[src/rtl/uart_serial_tx_if.sv]
// ---------------------------------------------------------------------------
// uart_serial_tx_if
// Byte-write handshake between the upstream frame builder (master) and the
// UART transmitter (slave).
//   tx_en    : single-cycle byte write strobe (master -> slave)
//   tx_data  : byte to send, valid while tx_en is high (master -> slave)
//   tx_ready : at least two FIFO entries are free (slave -> master)
// ---------------------------------------------------------------------------
interface uart_serial_tx_if;
    logic       tx_en;
    logic [7:0] tx_data;
    logic       tx_ready;

    modport master (
        output tx_en,
        output tx_data,
        input  tx_ready
    );

    modport slave (
        input  tx_en,
        input  tx_data,
        output tx_ready
    );
endinterface

[src/rtl/uart_serial_tx.sv]
// ---------------------------------------------------------------------------
// uart_serial_tx
// Byte FIFO feeding an 8N1-style UART serialiser (8 data bits LSB first,
// optional even parity, 1 or 2 stop bits). Frames are sent back-to-back
// while the FIFO holds data.
//
// Optional feature macro: UART_TX_PARITY_EN
//   defined   -> start, 8 data, even parity, stop
//   undefined -> start, 8 data, stop (no PARITY state)
//
// Parameters:
//   CLK_DIV    : clk cycles per UART bit (>= 4)
//   STOP_BITS  : 1 or 2
//   FIFO_DEPTH : byte FIFO entries, power of two, >= 4
//
// Ports:
//   clk        : system clock, rising edge
//   rst_n      : asynchronous active-low reset
//   tx_if      : slave side of the byte write handshake (tx_en/tx_data/tx_ready)
//   err_clr_i  : clears the sticky overflow flag
//   uart_txd_o : registered serial line, idle high
//   busy_o     : FSM active or FIFO not empty
//   ovf_err_o  : sticky flag, a write was dropped on a full FIFO
// ---------------------------------------------------------------------------
module uart_serial_tx #(
    parameter int CLK_DIV    = 868,
    parameter int STOP_BITS  = 1,
    parameter int FIFO_DEPTH = 4
) (
    input  logic            clk,
    input  logic            rst_n,
    uart_serial_tx_if.slave tx_if,
    input  logic            err_clr_i,
    output logic            uart_txd_o,
    output logic            busy_o,
    output logic            ovf_err_o
);

    localparam int CW = (CLK_DIV > 1) ? $clog2(CLK_DIV) : 1;
    localparam int PW = $clog2(FIFO_DEPTH);
    localparam int NW = PW + 1;

    localparam logic [CW-1:0] BIT_LAST  = CW'(CLK_DIV - 1);
    localparam logic [NW-1:0] DEPTH_N   = NW'(FIFO_DEPTH);
    localparam logic [NW-1:0] READY_MAX = NW'(FIFO_DEPTH - 2);
    localparam logic          STOP_LAST = (STOP_BITS == 2);

    typedef enum logic [2:0] {
        IDLE   = 3'd0,
        START  = 3'd1,
        DATA   = 3'd2,
`ifdef UART_TX_PARITY_EN
        PARITY = 3'd3,
`endif
        STOP   = 3'd4
    } state_e;

    state_e          state_q, state_d;
    logic [CW-1:0]   bitCnt_q, bitCnt_d;
    logic [2:0]      bitIdx_q, bitIdx_d;
    logic            stopCnt_q, stopCnt_d;
    logic [7:0]      shift_q, shift_d;
    logic            txd_q, txd_d;
`ifdef UART_TX_PARITY_EN
    logic            parity_q, parity_d;
`endif

    logic [7:0]      fifoMem_q [FIFO_DEPTH];
    logic [PW-1:0]   wrPtr_q, wrPtr_d;
    logic [PW-1:0]   rdPtr_q, rdPtr_d;
    logic [NW-1:0]   count_q, count_d;
    logic            ovf_q, ovf_d;

    logic            bitEnd;
    logic            fifoEmpty;
    logic            fifoFull;
    logic            pop;
    logic            push;
    logic            drop;
    logic [7:0]      headByte;

    assign bitEnd    = (bitCnt_q == BIT_LAST);
    assign fifoEmpty = (count_q == '0);
    assign fifoFull  = (count_q == DEPTH_N);
    assign headByte  = fifoMem_q[rdPtr_q];

    // Serialiser next-state logic. The line value is decoded from the current
    // state and registered, so the wire lags the state by one clock; every bit
    // still lasts exactly CLK_DIV cycles.
    always_comb begin
        state_d   = state_q;
        bitCnt_d  = bitEnd ? '0 : bitCnt_q + 1'b1;
        bitIdx_d  = bitIdx_q;
        stopCnt_d = stopCnt_q;
        shift_d   = shift_q;
        txd_d     = 1'b1;
        pop       = 1'b0;
`ifdef UART_TX_PARITY_EN
        parity_d  = parity_q;
`endif
        case (state_q)
            IDLE: begin
                bitCnt_d = '0;
                if (!fifoEmpty) begin
                    pop      = 1'b1;
                    shift_d  = headByte;
`ifdef UART_TX_PARITY_EN
                    parity_d = ^headByte;
`endif
                    state_d  = START;
                end
            end
            START: begin
                txd_d = 1'b0;
                if (bitEnd) begin
                    bitIdx_d = 3'd0;
                    state_d  = DATA;
                end
            end
            DATA: begin
                txd_d = shift_q[0];
                if (bitEnd) begin
                    shift_d = {1'b0, shift_q[7:1]};
                    if (bitIdx_q == 3'd7) begin
                        stopCnt_d = 1'b0;
`ifdef UART_TX_PARITY_EN
                        state_d   = PARITY;
`else
                        state_d   = STOP;
`endif
                    end else begin
                        bitIdx_d = bitIdx_q + 3'd1;
                    end
                end
            end
`ifdef UART_TX_PARITY_EN
            PARITY: begin
                txd_d = parity_q;
                if (bitEnd) begin
                    stopCnt_d = 1'b0;
                    state_d   = STOP;
                end
            end
`endif
            STOP: begin
                txd_d = 1'b1;
                if (bitEnd) begin
                    if (stopCnt_q == STOP_LAST) begin
                        // Chain straight into the next frame when data is waiting.
                        if (!fifoEmpty) begin
                            pop      = 1'b1;
                            shift_d  = headByte;
`ifdef UART_TX_PARITY_EN
                            parity_d = ^headByte;
`endif
                            state_d  = START;
                        end else begin
                            state_d  = IDLE;
                        end
                    end else begin
                        stopCnt_d = 1'b1;
                    end
                end
            end
            default: begin
                state_d  = IDLE;
                bitCnt_d = '0;
            end
        endcase
    end

    // FIFO bookkeeping. A pop frees a slot in the same cycle, so a write at
    // full is accepted when it coincides with a pop.
    always_comb begin
        push    = tx_if.tx_en && (!fifoFull || pop);
        drop    = tx_if.tx_en && fifoFull && !pop;
        wrPtr_d = push ? wrPtr_q + 1'b1 : wrPtr_q;
        rdPtr_d = pop  ? rdPtr_q + 1'b1 : rdPtr_q;
        count_d = count_q;
        case ({push, pop})
            2'b10:   count_d = count_q + 1'b1;
            2'b01:   count_d = count_q - 1'b1;
            default: count_d = count_q;
        endcase
        // Setting wins over clearing when both happen together.
        ovf_d = drop ? 1'b1 : (err_clr_i ? 1'b0 : ovf_q);
    end

    // All control state; reset aborts any frame and empties the FIFO.
    always_ff @(posedge clk or negedge rst_n) begin
        if (!rst_n) begin
            state_q   <= IDLE;
            bitCnt_q  <= '0;
            bitIdx_q  <= 3'd0;
            stopCnt_q <= 1'b0;
            shift_q   <= 8'h00;
            txd_q     <= 1'b1;
`ifdef UART_TX_PARITY_EN
            parity_q  <= 1'b0;
`endif
            wrPtr_q   <= '0;
            rdPtr_q   <= '0;
            count_q   <= '0;
            ovf_q     <= 1'b0;
        end else begin
            state_q   <= state_d;
            bitCnt_q  <= bitCnt_d;
            bitIdx_q  <= bitIdx_d;
            stopCnt_q <= stopCnt_d;
            shift_q   <= shift_d;
            txd_q     <= txd_d;
`ifdef UART_TX_PARITY_EN
            parity_q  <= parity_d;
`endif
            wrPtr_q   <= wrPtr_d;
            rdPtr_q   <= rdPtr_d;
            count_q   <= count_d;
            ovf_q     <= ovf_d;
        end
    end

    // FIFO storage needs no reset; validity is tracked by the pointers.
    always_ff @(posedge clk) begin
        if (push) begin
            fifoMem_q[wrPtr_q] <= tx_if.tx_data;
        end
    end

    assign tx_if.tx_ready = (count_q <= READY_MAX);
    assign busy_o         = (state_q != IDLE) || !fifoEmpty;
    assign uart_txd_o     = txd_q;
    assign ovf_err_o      = ovf_q;

endmodule

[src/flat_wrapper.sv]
// flat-port wrapper written by rule: the top's interface ports become plain ports
module uart_serial_tx_flat 
#(
    parameter int CLK_DIV    = 868,
    parameter int STOP_BITS  = 1,
    parameter int FIFO_DEPTH = 4
)
  (clk, rst_n, err_clr_i, uart_txd_o, busy_o, ovf_err_o, tx_if_tx_en, tx_if_tx_data, tx_if_tx_ready);
  uart_serial_tx_if tx_if_i ();
  input  logic clk;
  input  logic rst_n;
  input  logic err_clr_i;
  output logic uart_txd_o;
  output logic busy_o;
  output logic ovf_err_o;
  input wire logic [$bits(tx_if_i.tx_en)-1:0] tx_if_tx_en;
  input wire logic [$bits(tx_if_i.tx_data)-1:0] tx_if_tx_data;
  output wire logic [$bits(tx_if_i.tx_ready)-1:0] tx_if_tx_ready;
  assign tx_if_i.tx_en = tx_if_tx_en;
  assign tx_if_i.tx_data = tx_if_tx_data;
  assign tx_if_tx_ready = tx_if_i.tx_ready;
  uart_serial_tx #(.CLK_DIV(CLK_DIV), .STOP_BITS(STOP_BITS), .FIFO_DEPTH(FIFO_DEPTH)) u_core (.clk(clk), .rst_n(rst_n), .tx_if(tx_if_i), .err_clr_i(err_clr_i), .uart_txd_o(uart_txd_o), .busy_o(busy_o), .ovf_err_o(ovf_err_o));
endmodule
[config.mk]
export PLATFORM = sky130hd
export DESIGN_NAME = uart_serial_tx_flat
export DESIGN_NICKNAME = d
export VERILOG_FILES = /design/src/rtl/uart_serial_tx_if.sv /design/src/rtl/uart_serial_tx.sv /design/src/flat_wrapper.sv
export SDC_FILE = /design/constraint.sdc
export NUM_CORES = 1
export LEC_CHECK = 0
export ABC_AREA = 0
export CELL_PAD_IN_SITES_DETAIL_PLACEMENT = 0
export CELL_PAD_IN_SITES_GLOBAL_PLACEMENT = 1
export CORE_MARGIN = 3
export CORE_UTILIZATION = 45
export CTS_CLUSTER_DIAMETER = 150
export DETAILED_ROUTE_END_ITERATION = 8
export PLACE_DENSITY_LB_ADDON = 0.12
export SYNTH_ARGS = -nofsm -noshare
export SYNTH_HDL_FRONTEND = slang
export SYNTH_SLANG_ARGS = --single-unit
[constraint.sdc]
create_clock -name clk -period 2.3 [get_ports clk]
set_clock_uncertainty 0.1 [all_clocks]
set_input_delay 0.23 -clock clk [delete_from_list [all_inputs] [get_ports clk]]
set_output_delay 0.23 -clock clk [all_outputs]
set_load 0.05 [all_outputs]
Yosys cells after proc, flatten, opt, wreduce, memory -nomap -nowiden. Memory sizes are Yosys's and may differ from the RTL's. Cells that the tools add are included.

Multiply operators: 0. Magnitude comparators: 1. Mux-type cells: 34. Shift-type cells: 0. Divide/modulo/power cells: 0. Bitwise operators: 0. Eq/ne operators: 15. Add/sub/neg operators: 6. Reductions and logical operators: 21.

Operator list (count): 8-bit 2-to-1 mux (4); 3-bit 2-to-1 mux (9); 8-bit case mux with 3 select lines (1); 10-bit 2-to-1 mux (2); 1-bit 2-to-1 mux (12); 3-bit case mux with 2 select lines (2); 3-bit case mux with 4 select lines (1); 4-bit AND reduction (3); 10-bit by 1-bit adder with 10-bit output (second input constant) (1); 10-bit equality test (second input constant) (1); 3-bit equality test (second input constant) (3); 2-bit by 1-bit != test with 1-bit output (second input constant) (4); 2-bit nonzero test (4); 3-bit by 1-bit adder with 3-bit output (second input constant) (2); 3-bit logical NOT (2); 2-bit != test (second input constant) (3); 1-bit case mux with 2 select lines (3); 6-bit AND reduction (1); 3-bit nonzero test (2); 2-bit by 1-bit adder with 2-bit output (second input constant) (2); 3-bit by 1-bit equality test with 1-bit output (second input constant) (1); 3-bit by 2-bit equality test with 1-bit output (second input constant) (1); 3-bit by 2-bit <= comparator with 1-bit output (second input constant) (1); 1-bit logical AND (3); other kinds (6) (9).

Bits in read-only memories: 0. Flip-flop bits (word level): 34. RAM bits: 32. Memories: 1. Input bits: 12. Latch bits: 0.

Memory list: u_core.fifoMem_q (words 4, bits a word 8, rd ports 1, clocked after memory_dff 0, write ports 1, RTL line uart_serial_tx.sv:68) `logic [7:0] fifoMem_q [FIFO_DEPTH];`.

Logic depth before layout (Yosys ltp). Gate-level depths: netlist (run 1).

Depth in word-level cells: 9. Depth in mapped cells: 11. Depth with buffers taken out: 11.

Worst setup path after synthesis (run 1). No wires, ideal clock.

Path kind: flip-flop to flip-flop. Start point: register u_core.bitCnt_q[0]. End point: register u_core.count_q[2]. Path slack: -0.093 ns. Arrival time: 2.213 ns. Setup time: 0.080 ns. Stages on the path, launching flop included: 11. Path buffers: 0. Data required time: 2.120 ns. Cell sequence: dfrtp_1 ha_1 and4bb_4 nand3_4 a21oi_2 ha_1 inv_1 fa_1 xor2_1 nor2_1 xnor2_1.

Longest elaborated chain between the ends: 7. Elaborated cells between the ends (all ways): 9. Those cells by class: eq/ne: 3; mux: 3; reduce/logical: 3.

RTL lines: from (decl) (RTL line uart_serial_tx.sv:59) `logic [CW-1:0] bitCnt_q, bitCnt_d;`; from (signal assigned) (RTL line uart_serial_tx.sv:207) `bitCnt_q <= bitCnt_d;`; 10-bit equality test * (RTL line uart_serial_tx.sv:82) `assign bitEnd = (bitCnt_q == BIT_LAST);`; 1-bit 2-to-1 mux * (RTL line uart_serial_tx.sv:147) `if (bitEnd) begin`; 1-bit case mux with 2 select lines * (RTL line uart_serial_tx.sv:101) `case (state_q)`; named net u_core.pop (RTL line uart_serial_tx.sv:77) `logic pop;`; 1-bit logical OR (RTL line uart_serial_tx.sv:175) `push = tx_if.tx_en && (!fifoFull || pop);`; 1-bit logical AND (RTL line uart_serial_tx.sv:175); 2-bit by 1-bit equality test with 1-bit output / 2-bit equality test (equally long branches) (RTL line uart_serial_tx.sv:180) `case ({push, pop})`; 3-bit case mux with 2 select lines / 2-bit nonzero test (equally long branches); to (signal assigned) (RTL line uart_serial_tx.sv:217) `count_q <= count_d;`; to (decl) (RTL line uart_serial_tx.sv:71) `logic [NW-1:0] count_q, count_d;`.

Mark *: on every way through the listed nets, which the timed path passes. The rest lies on a longest branch. A chain may end at the register's enable or synchronous reset.

Worst setup path after layout (run 1).
Start point: register u_core.count_q[0]. End point: register u_core.count_q[2].

Longest elaborated chain between the ends: 9. Elaborated cells between the ends (all ways): 15. Those cells by class: add/sub: 2; eq/ne: 3; mux: 5; reduce/logical: 5.

RTL lines: 3-bit logical NOT (RTL line uart_serial_tx.sv:83) `assign fifoEmpty = (count_q == '0);`; 1-bit 2-to-1 mux (RTL line uart_serial_tx.sv:104, uart_serial_tx.sv:150); 1-bit 2-to-1 mux (RTL line uart_serial_tx.sv:148) `if (stopCnt_q == STOP_LAST) begin`; 1-bit 2-to-1 mux (RTL line uart_serial_tx.sv:147); 1-bit case mux with 2 select lines (RTL line uart_serial_tx.sv:101); 1-bit logical OR (RTL line uart_serial_tx.sv:175); 1-bit logical AND (RTL line uart_serial_tx.sv:175); 2-bit by 1-bit equality test with 1-bit output / 2-bit equality test (equally long branches) (RTL line uart_serial_tx.sv:180); 3-bit case mux with 2 select lines / 2-bit nonzero test (equally long branches).

Parallel ways exist; a longest one is shown, timed or not.

==> metrics.txt, run 1 <==
grt total ovfl=0; port buffer count=15; post-route ant nets=0; root buffer cell=clkbuf_8; synthesized-area fraction occupied by xor and xnor cells=4.44%; post-DR wirelength/cell=16.5 um; Synth Area in Adders=4.06%; syn_area_per_cell=15.1 um2; RR Endpoint=u_core.count_q[2]; number of buffers created by CTS=9; final-report hold violation count=0; Initial DRC Count=69; Post-synth ARST share=50.8%; post-synthesis mux area share=13.3%; Syn Nets=217; setup TNS=0 ps; r2r worst-path depth=11; DRT Pass-1 Iters=4; most frequent cells in the layout=32 x edfxtp_1, 31 x dfrtp_1, 24 x buf_4; DP Cell Count=295; total power=3.07 mW; I/O pin cnt=16; Cell Chain, Critical Path=buf_4, nor3_1, buf_4, a31oi_4, inv_2, ha_4, inv_2, fa_2, xor2_1, nor2_1, xnor2_1; Critical Path Max Stage Delay=440 ps; compound-cell area share of the yosys netlist=5.45%; row cnt=28; commonest non-fill, non-tap cell in the layout=edfxtp_1; pwr/cell area=857 nW/um2; max_slew headroom=48.0%; Worst Path Arrival=2400 ps; Hold Crit Class=input pin to async pin; register bit total from synthesis=65; mean number of vias per cell=5.34; Layout area overhead=21.2%; CTS tree=built; largest family of logic cells by synthesized area=multiplexers; first-pass GRT wire length=9150 um; max-cap viol count=0; LEAKAGE=1.41 nW; unrepaired setup endpoints after global routing=true; Post-synth EDFFs=32; fin crit period=2230 ps; RR Startpoint=u_core.count_q[0]; HPWL Detailed=3650 um; layout filler cell count=501; Cell Area, Synth=2960 um2; NumNets Final=260; WL final=5260 um; Max Slew Vio Count=0; Die H=87.1 um; crit-path max FO=4; simple-gate share of the synthesized area=9.46%; register area share after synthesis=60.4%; Worst-Margin Slew=774 ps; Synth warnings=0; Initial Util=48.3%; core area=6130 um2; top cells by area, synth=edfxtp_1 32%, dfrtp_1 27%, mux4_2 6.1%; Worst-Skew Late Latency=350 ps; initial antenna violation count=0; Post-Layout Cell Count=319; Crit-path slowest cell=dfrtp_2; share of the cycle needed by the critical path after routing=97.1%; antenna cells=0; vias in the first global route=1869; final setup fails=0; CTS clk-pin slew, worst paths=80 ps; RePlAce Congestion=0.795; detailed-route DRC error count=0; Max Clk Rate=448 MHz; GR Util All Layers=16.3%; largest area contributor in the netlist=edfxtp_1; clk sink count=65; top cell type's share of synthesized area=32.4%; Worst R2R Setup Slack=70 ps; DIE WIDTH=87.1 um; routed via count=1704; VDD IR max=0.637 mV; Synth Flop Type=edfxtp_1; FF+latch area=1790 um2; Post-Syn Instances=196; WHS=177 ps; Clock Tree Buf Depth=2; share of layout cells above drive strength 1=32.8%; largest net degree at the start of global routing=34; status=complete, no violations; Crit. End Element=register; full die area=7590 um2; H-Tree Depth=3; library cells used by synthesis=46; Crit Path Category=register to register; Multi-input gate area=1120 um2; Final Util=58.5%; crit start category=register; Worst EP required=2470 ps
[worst max-delay path, delay by kind of cell, from the launching register on]
family,cells,cell delay (ps)
buf+inv,4,460
compound gates,1,90
simple gates,2,300
xor+xnor,2,280
fa+ha+maj,2,480
flops,1,440
[cells in the mapped netlist (2+ instances only)]
cell and n:
dfrtp_1 32, edfxtp_1 32, nor2_1 12, inv_1 11, xor2_1 9, ha_1 8, mux4_2 8, mux2_4 7
nand3_1 7, mux2_2 6, xnor2_1 6, a21oi_1 5, and2_1 5, nand2_1 5, and3_1 3, buf_2 3
mux2i_1 3, a21oi_2 2, a32o_1 2, buf_6 2, clkbuf_1 2, nor3b_1 2
[how the worst max path moves through the flow]
stage | startpoint | endpoint | slack (ps) | cells past startpoint
after floorplan | u_core.bitCnt_q[0] | u_core.count_q[2] | 3 | 10
after global placement | u_core.bitCnt_q[1] | u_core.count_q[2] | 40 | 10
after detailed placement | u_core.bitCnt_q[1] | u_core.count_q[2] | -50 | 10
after CTS | u_core.bitCnt_q[1] | u_core.count_q[2] | 20 | 10
after global routing | u_core.bitCnt_q[0] | u_core.count_q[2] | -6 | 10
final | u_core.count_q[0] | u_core.count_q[2] | 70 | 11
[sequential cells by signal (all words and copies together), names as in the netlist]
signal             count
u_core.bitCnt_q       10
u_core.bitIdx_q        3
u_core.count_q         3
u_core.fifoMem_q      32
u_core.ovf_err_o       1
u_core.rdPtr_q         2
u_core.shift_q         8
u_core.state_q         3
u_core.uart_txd_o      1
u_core.wrPtr_q         2
[power breakdown]
| group | switching [mW] | internal (mW) |
|---|---|---|
| sequential | 0.0728 | 1.40 |
| clock | 0.493 | 0.523 |
| combinational | 0.324 | 0.259 |
[metal layers]
| metal | vias up | track usage [%] | part of all wire (%) |
|---|---|---|---|
| li1 | 805 | - | - |
| met1 | 861 | 20.6 | 45 |
| met2 | 28 | 25.3 | 49 |
| met3 | 10 | 4.35 | 3.0 |
| met4 | 0 | 9.62 | 2.5 |
| met5 | - | 0 | 0 |
[stage by stage]
stage               cell area (um2)  setup slack [ps]
floorplan                      2980              2.77
global placement               3290              45.0
detailed placement             3290             -50.4
CTS                            3560              22.3
global route                   3590             -6.05
finish                         3590              67.5
[logic make-up (layout without fill, tap and decap cells)]
group / count (synthesis) / after routing
xor+xnor: 15 / 15
flops: 65 / 65
fa+ha+maj: 9 / 9
simple gates: 46 / 46
compound gates: 18 / 18
mux: 25 / 25
buf+inv: 18 / 66
[final cells by class]
type	instances	area share, %
Multi-Input combinational cell	113	31.3
Clock buffer	9	3.45
Inverter	11	1.15
Timing Repair Buffer	39	9.24
Sequential cell	65	49.9
Tap cell	75	2.62
Clock inverter	7	2.37
[repair_timing]
action	4_1_cts	5_1_grt
hold buffers	0	0
pin swaps	3	7
buffers inserted	6	2
endpoints found under the hold margin	0	0
gates resized for setup	3	3
endpoints found under the setup margin	2	2
Note: power is estimated with default switching activity, not from simulation.
==> run 2, diff against run 1 <==
--- a/config.mk
+++ b/config.mk
@@ -13,6 +13,7 @@
 export CTS_CLUSTER_DIAMETER = 150
 export DETAILED_ROUTE_END_ITERATION = 8
 export PLACE_DENSITY_LB_ADDON = 0.12
+export SLEW_MARGIN = 40
 export SYNTH_ARGS = -nofsm -noshare
 export SYNTH_HDL_FRONTEND = slang
 export SYNTH_SLANG_ARGS = --single-unit
==> run 2 against run 1 <==
  * Clock-buffer cell count is the same
  * Worst hold slack is essentially flat
  * Maximum frequency is the same
  * Sequential power is essentially flat
  * Flip-flop and latch count is the same
  * Total power is essentially flat
  * Clock power is essentially flat
  * Highest routed layer unchanged
==> metrics.txt, run 2 (synthesis results as in run 1) <==
largest net degree at the start of global routing=34 (unchanged); initial antenna violation count=0 (unchanged); DRT Pass-1 Iters=4 (unchanged); Crit-path slowest cell=dfrtp_2 (unchanged); port buffer count=15 (unchanged); share of the cycle needed by the critical path after routing=97.1% (about the same); Hold Crit Class=input pin to async pin (unchanged); VDD IR max=0.637 mV (about the same); LEAKAGE=1.41 nW (about the same); RR Startpoint=u_core.count_q[0] (unchanged); Clock Tree Buf Depth=2 (unchanged); full die area=7590 um2 (unchanged); Worst-Margin Slew=493 ps (was 774 ps); layout filler cell count=499 (was 501); Layout area overhead=21.3% (was 21.2%); max_slew headroom=67.0% (was 48.0%); post-DR wirelength/cell=16.5 um (about the same); Crit Path Category=register to register (unchanged); status=complete, no violations (unchanged); RePlAce Congestion=0.795 (unchanged); crit start category=register (unchanged); commonest non-fill, non-tap cell in the layout=edfxtp_1 (unchanged); CTS tree=built (unchanged); r2r worst-path depth=11 (unchanged); Worst EP required=2470 ps (about the same); grt total ovfl=0 (unchanged); DIE WIDTH=87.1 um (unchanged); crit-path max FO=4 (unchanged); Cell Chain, Critical Path=buf_4, nor3_1, buf_4, a31oi_4, inv_2, ha_4, inv_2, fa_2, xor2_1, nor2_1, xnor2_1 (unchanged); I/O pin cnt=16 (unchanged); max-cap viol count=0 (unchanged); WHS=177 ps (about the same); detailed-route DRC error count=0 (unchanged); Worst-Skew Late Latency=350 ps (about the same); antenna cells=0 (unchanged); Max Slew Vio Count=0 (unchanged); cts hold-fix bufs=0 (unchanged); met1 usage=20.6% (unchanged); Post-Layout Cell Count=319 (unchanged); WL final=5260 um (about the same); Biggest register=u_core.fifoMem_q (unchanged); RR Endpoint=u_core.count_q[2] (unchanged); Crit. End Element=register (unchanged); core area=6130 um2 (unchanged); number of buffers created by CTS=9 (unchanged); fin crit period=2230 ps (about the same); most frequent cells in the layout=32 x edfxtp_1, 31 x dfrtp_1, 24 x buf_4 (unchanged); clk sink count=65 (unchanged); final-report hold violation count=0 (unchanged); first-pass GRT wire length=9150 um (unchanged); DP Cell Count=295 (unchanged); row cnt=28 (unchanged); Worst Path Arrival=2400 ps (about the same); top flop regs=u_core.fifoMem_q: 32 flops, u_core.bitCnt_q: 10 flops, u_core.shift_q: 8 flops (unchanged); mean number of vias per cell=5.34 (unchanged); NumNets Final=260 (unchanged); GR Util All Layers=16.3% (unchanged); Initial Util=48.3% (unchanged); unrepaired setup endpoints after global routing=true (unchanged); max reg flops=32 (unchanged); H-Tree Depth=3 (unchanged); vias in the first global route=1869 (unchanged); Max Clk Rate=448 MHz (unchanged); Worst R2R Setup Slack=70 ps (about the same); Die H=87.1 um (unchanged); HPWL Detailed=3650 um (unchanged); Multi-input gate area=1130 um2 (was 1120 um2); setup TNS=0 ps (unchanged); post-route ant nets=0 (unchanged); most used routing layer=met2 (unchanged); pwr/cell area=856 nW/um2 (was 857 nW/um2); CTS clk-pin slew, worst paths=80 ps (about the same); final setup fails=0 (unchanged); root buffer cell=clkbuf_8 (unchanged); FF+latch area=1790 um2 (unchanged); grt met3 use=4.35% (unchanged); routed via count=1704 (unchanged); GR Util met2=25.3% (unchanged); Initial DRC Count=71 (was 69); share of layout cells above drive strength 1=33.2% (was 32.8%); Critical Path Max Stage Delay=440 ps (about the same)
run 2: repair_timing:
item                                    4_1_cts  5_1_grt
pin swaps                                     3        7
endpoints found under the setup margin        2        2
gates resized for setup                       3        3
buffers inserted                              6        2
run 2: how the worst max path moves through the flow:
| stage | cells after the start | end | slack (ps) | startpoint |
|---|---|---|---|---|
| after floorplan | 10 | u_core.count_q[2] | 3 | u_core.bitCnt_q[0] |
| after global placement | 10 | u_core.count_q[2] | 40 | u_core.bitCnt_q[1] |
| after detailed placement | 10 | u_core.count_q[2] | -50 | u_core.bitCnt_q[1] |
| after CTS | 10 | u_core.count_q[2] | 20 | u_core.bitCnt_q[1] |
| after global routing | 10 | u_core.count_q[2] | -6 | u_core.bitCnt_q[0] |
| final | 11 | u_core.count_q[2] | 70 | u_core.count_q[0] |
run 2: through the flow:
step	instance area [um2]	setup WS, ps	utilization, %	power [mW]
floorplan	2980	2.77	-	1.83
global placement	3290	45.0	53.7	2.00
detailed placement	3290	-50.4	53.7	2.04
CTS	3560	22.3	58.1	3.10
global route	3590	-6.05	58.6	3.24
finish	3590	67.5	58.6	3.07
run 2: worst max-delay path, delay by kind of cell, from the launching register on:
| kind | cells | cell delay, ps |
|---|---|---|
| adders and majority gates | 2 | 480 |
| DFF | 1 | 440 |
| xor gates and xnor gates | 2 | 280 |
| and+or+nand+nor | 2 | 300 |
| AOI/OAI and AO/OA | 1 | 90 |
| buffers and inverters | 4 | 460 |
run 2: layout make-up:
cell class,instances,share of cell area (%)
Clock buffer,9,3.45
Clock inverter,7,2.37
Inverter,11,1.15
Multi-Input combinational cell,113,31.4
Sequential cell,65,49.8
Tap cell,75,2.61
Timing Repair Buffer,39,9.23
run 2: power by group:
group	total (mW)	leakage (nW)	internal (mW)	switching (mW)
clock	1.02	0.107	0.523	0.493
sequential	1.48	0.698	1.40	0.0728
combinational	0.583	0.609	0.259	0.324
total	3.07	1.41	2.19	0.889
run 2: routing by layer:
metal,vias to the layer above,routed length (um)
li1,805,-
met1,861,2390
met2,28,2580
met3,10,160
met4,0,130
met5,-,0
==> run 3, diff against run 2 <==
--- a/config.mk
+++ b/config.mk
@@ -9,7 +9,7 @@
 export CELL_PAD_IN_SITES_DETAIL_PLACEMENT = 0
 export CELL_PAD_IN_SITES_GLOBAL_PLACEMENT = 1
 export CORE_MARGIN = 3
-export CORE_UTILIZATION = 45
+export CORE_UTILIZATION = 50
 export CTS_CLUSTER_DIAMETER = 150
 export DETAILED_ROUTE_END_ITERATION = 8
 export PLACE_DENSITY_LB_ADDON = 0.12
==> constraint.sdc (replaced) <==
create_clock -name clk -period 2.2 [get_ports clk]
set_clock_uncertainty 0.1 [all_clocks]
set_input_delay 0.22 -clock clk [delete_from_list [all_inputs] [get_ports clk]]
set_output_delay 0.22 -clock clk [all_outputs]
set_load 0.05 [all_outputs]
==> run 3 against run 2 <==
  * Global-route usage is 0.77 points higher
  * Clock-buffer cell count stayed put
  * Via count increased by 2.2%
  * Maximum frequency grew 2.0%
  * Sequential power up 4%
  * Total power grew 7.9%
  * Largest cell class unchanged
  * Largest power group unchanged
==> metrics.txt, run 3 (synthesis results as in run 1) <==
status=complete, no violations (unchanged); placed cell area=3380 um2 (was 3290 um2); Die H=83.0 um (was 87.1 um); Worst EP required=2360 ps (was 2470 ps); Crit. End Element=register (unchanged); Max Clk Rate=457 MHz (was 448 MHz); crit-path max FO=3 (was 4); Biggest register=u_core.fifoMem_q (unchanged); initial antenna violation count=0 (unchanged); top flop regs=u_core.fifoMem_q: 32 flops, u_core.bitCnt_q: 10 flops, u_core.shift_q: 8 flops (unchanged); Worst-Skew Late Latency=340 ps (was 350 ps); cell area after layout=3680 um2 (was 3590 um2); share of the cycle needed by the critical path after routing=99.5% (was 97.1%); CTS clk-pin slew, worst paths=70 ps (was 80 ps); Critical Path Max Stage Delay=370 ps (was 440 ps); share of layout cells above drive strength 1=33.2% (about the same); mean number of vias per cell=5.46 (was 5.34); Layout area overhead=24.4% (was 21.3%); post-route ant nets=0 (unchanged); VDD IR max=0.631 mV (was 0.637 mV); fin crit period=2190 ps (was 2230 ps); antenna cells=0 (unchanged); detailed-route DRC error count=0 (unchanged); final setup fails=0 (unchanged); WL final=5420 um (was 5260 um); CTS tree=built (unchanged); NumNets Final=263 (was 260); RePlAce Congestion=0.745 (was 0.795); number of buffers created by CTS=9 (unchanged); Worst-Margin Slew=705 ps (was 493 ps); full die area=6880 um2 (was 7590 um2); root buffer cell=clkbuf_8 (unchanged); max-cap viol count=0 (unchanged); pwr/cell area=900 nW/um2 (was 856 nW/um2); Cell Chain, Critical Path=ha_2, and4bb_4, nand3_4, a21oi_4, ha_4, inv_2, fa_2, xor2_1, nor2_1, xnor2_1 (was buf_4, nor3_1, buf_4, a31oi_4, inv_2, ha_4, inv_2, fa_2, xor2_1, nor2_1, xnor2_1); Worst Path Arrival=2350 ps (was 2400 ps); commonest non-fill, non-tap cell in the layout=edfxtp_1 (unchanged); Crit-path slowest cell=dfrtp_1 (was dfrtp_2); routed via count=1742 (was 1704); vias in the first global route=1861 (was 1869); Clock Tree Buf Depth=2 (unchanged); port buffer count=15 (unchanged); unrepaired setup endpoints after global routing=true (unchanged); DRT Pass-1 Iters=4 (unchanged); HPWL Detailed=3750 um (was 3650 um); Worst R2R Setup Slack=10 ps (was 70 ps); H-Tree Depth=3 (unchanged); max reg flops=32 (unchanged); Initial DRC Count=78 (was 71); max_slew headroom=52.7% (was 67.0%); grt total ovfl=0 (unchanged); core area=5610 um2 (was 6130 um2); Initial Util=52.8% (was 48.3%); Crit Path Category=register to register (unchanged); DIE WIDTH=83.0 um (was 87.1 um); most frequent cells in the layout=32 x edfxtp_1, 31 x dfrtp_1, 22 x buf_4 (was 32 x edfxtp_1, 31 x dfrtp_1, 24 x buf_4); Hold Crit Class=input pin to async pin (unchanged); I/O pin cnt=16 (unchanged); GR Util All Layers=17.1% (was 16.3%); Max Slew Vio Count=0 (unchanged); post-DR wirelength/cell=17.0 um (was 16.5 um); clk sink count=65 (unchanged); largest net degree at the start of global routing=34 (unchanged); first-pass GRT wire length=9110 um (was 9150 um); row cnt=27 (was 28); cts hold-fix bufs=0 (unchanged); setup TNS=0 ps (unchanged); LEAKAGE=1.46 nW (was 1.41 nW); final-report hold violation count=0 (unchanged); crit start category=register (unchanged); WHS=196 ps (was 177 ps)
==> run 3: changes by cell type in the layout (fill, tap and decap cells not counted), moves of 2 or more <==
| cell | delta |
|---|---|
| buf_12 | +5 |
| inv_6 | -3 |
| buf_4 | -2 |
| clkinvlp_4 | +3 |
==> run 3: where the power goes <==
part	switching (mW)	internal, mW
logic	0.355	0.339
registers	0.0713	1.47
clock network	0.450	0.635
total	0.877	2.44
==> run 3: final timing paths <==
kind,from,endpoint,depth (start not counted)
max,u_core.bitCnt_q[1],u_core.count_q[2],10
min,rst_n,u_core.shift_q[3],2
max reg2reg,u_core.bitCnt_q[1],u_core.count_q[2],10
min reg2reg,u_core.shift_q[0],u_core.uart_txd_o,2
max in group asynchronous,rst_n,u_core.uart_txd_o,2
min in group clk,err_clr_i,u_core.ovf_err_o,2
==> run 3: critical path, delay by kind of cell (launching register included) <==
kind            cells  cell delay (ps)
fa+ha+maj           3              670
xor+xnor            2              280
flops               1              370
buf+inv             1               30
simple gates        3              500
compound gates      1              180
==> run 3: repair_timing <==
action / 4_1_cts / 5_1_grt
gates resized for setup: 6 / 2
setup buffers: 4 / 4
setup endpoints to repair: 3 / 4
pin swaps: 5 / 1
==> run 3: metrics by stage <==
stage,instances,util [%],total power [mW],setup slack [ps]
2_1_floorplan,196,-,1.92,-44.1
3_3_place_gp,296,60.3,2.19,26.4
3_5_place_dp,296,60.3,2.23,-67.2
4_1_cts,315,65.0,3.34,1.65
5_1_grt,319,65.7,3.47,-79.6
6_report,319,65.7,3.32,11.8
==> run 3: cell type report <==
class	instances	area [um2]
clock buffers	9	124
clock inverters	7	95.1
fillers	416	1920
inverters	11	41.3
multi-input cells	113	1120
flip-flops and latches	65	1790
well taps	72	90.1
repair buffers	42	423
==> run 3: routing by layer <==
metal / global-route usage [%] / vias up / wire (um)
met5: 0 / - / 0
met4: 5.94 / 0 / 55
li1: - / 818 / -
met3: 5.75 / 8 / 159
met1: 21.2 / 891 / 2440
met2: 28.1 / 25 / 2760
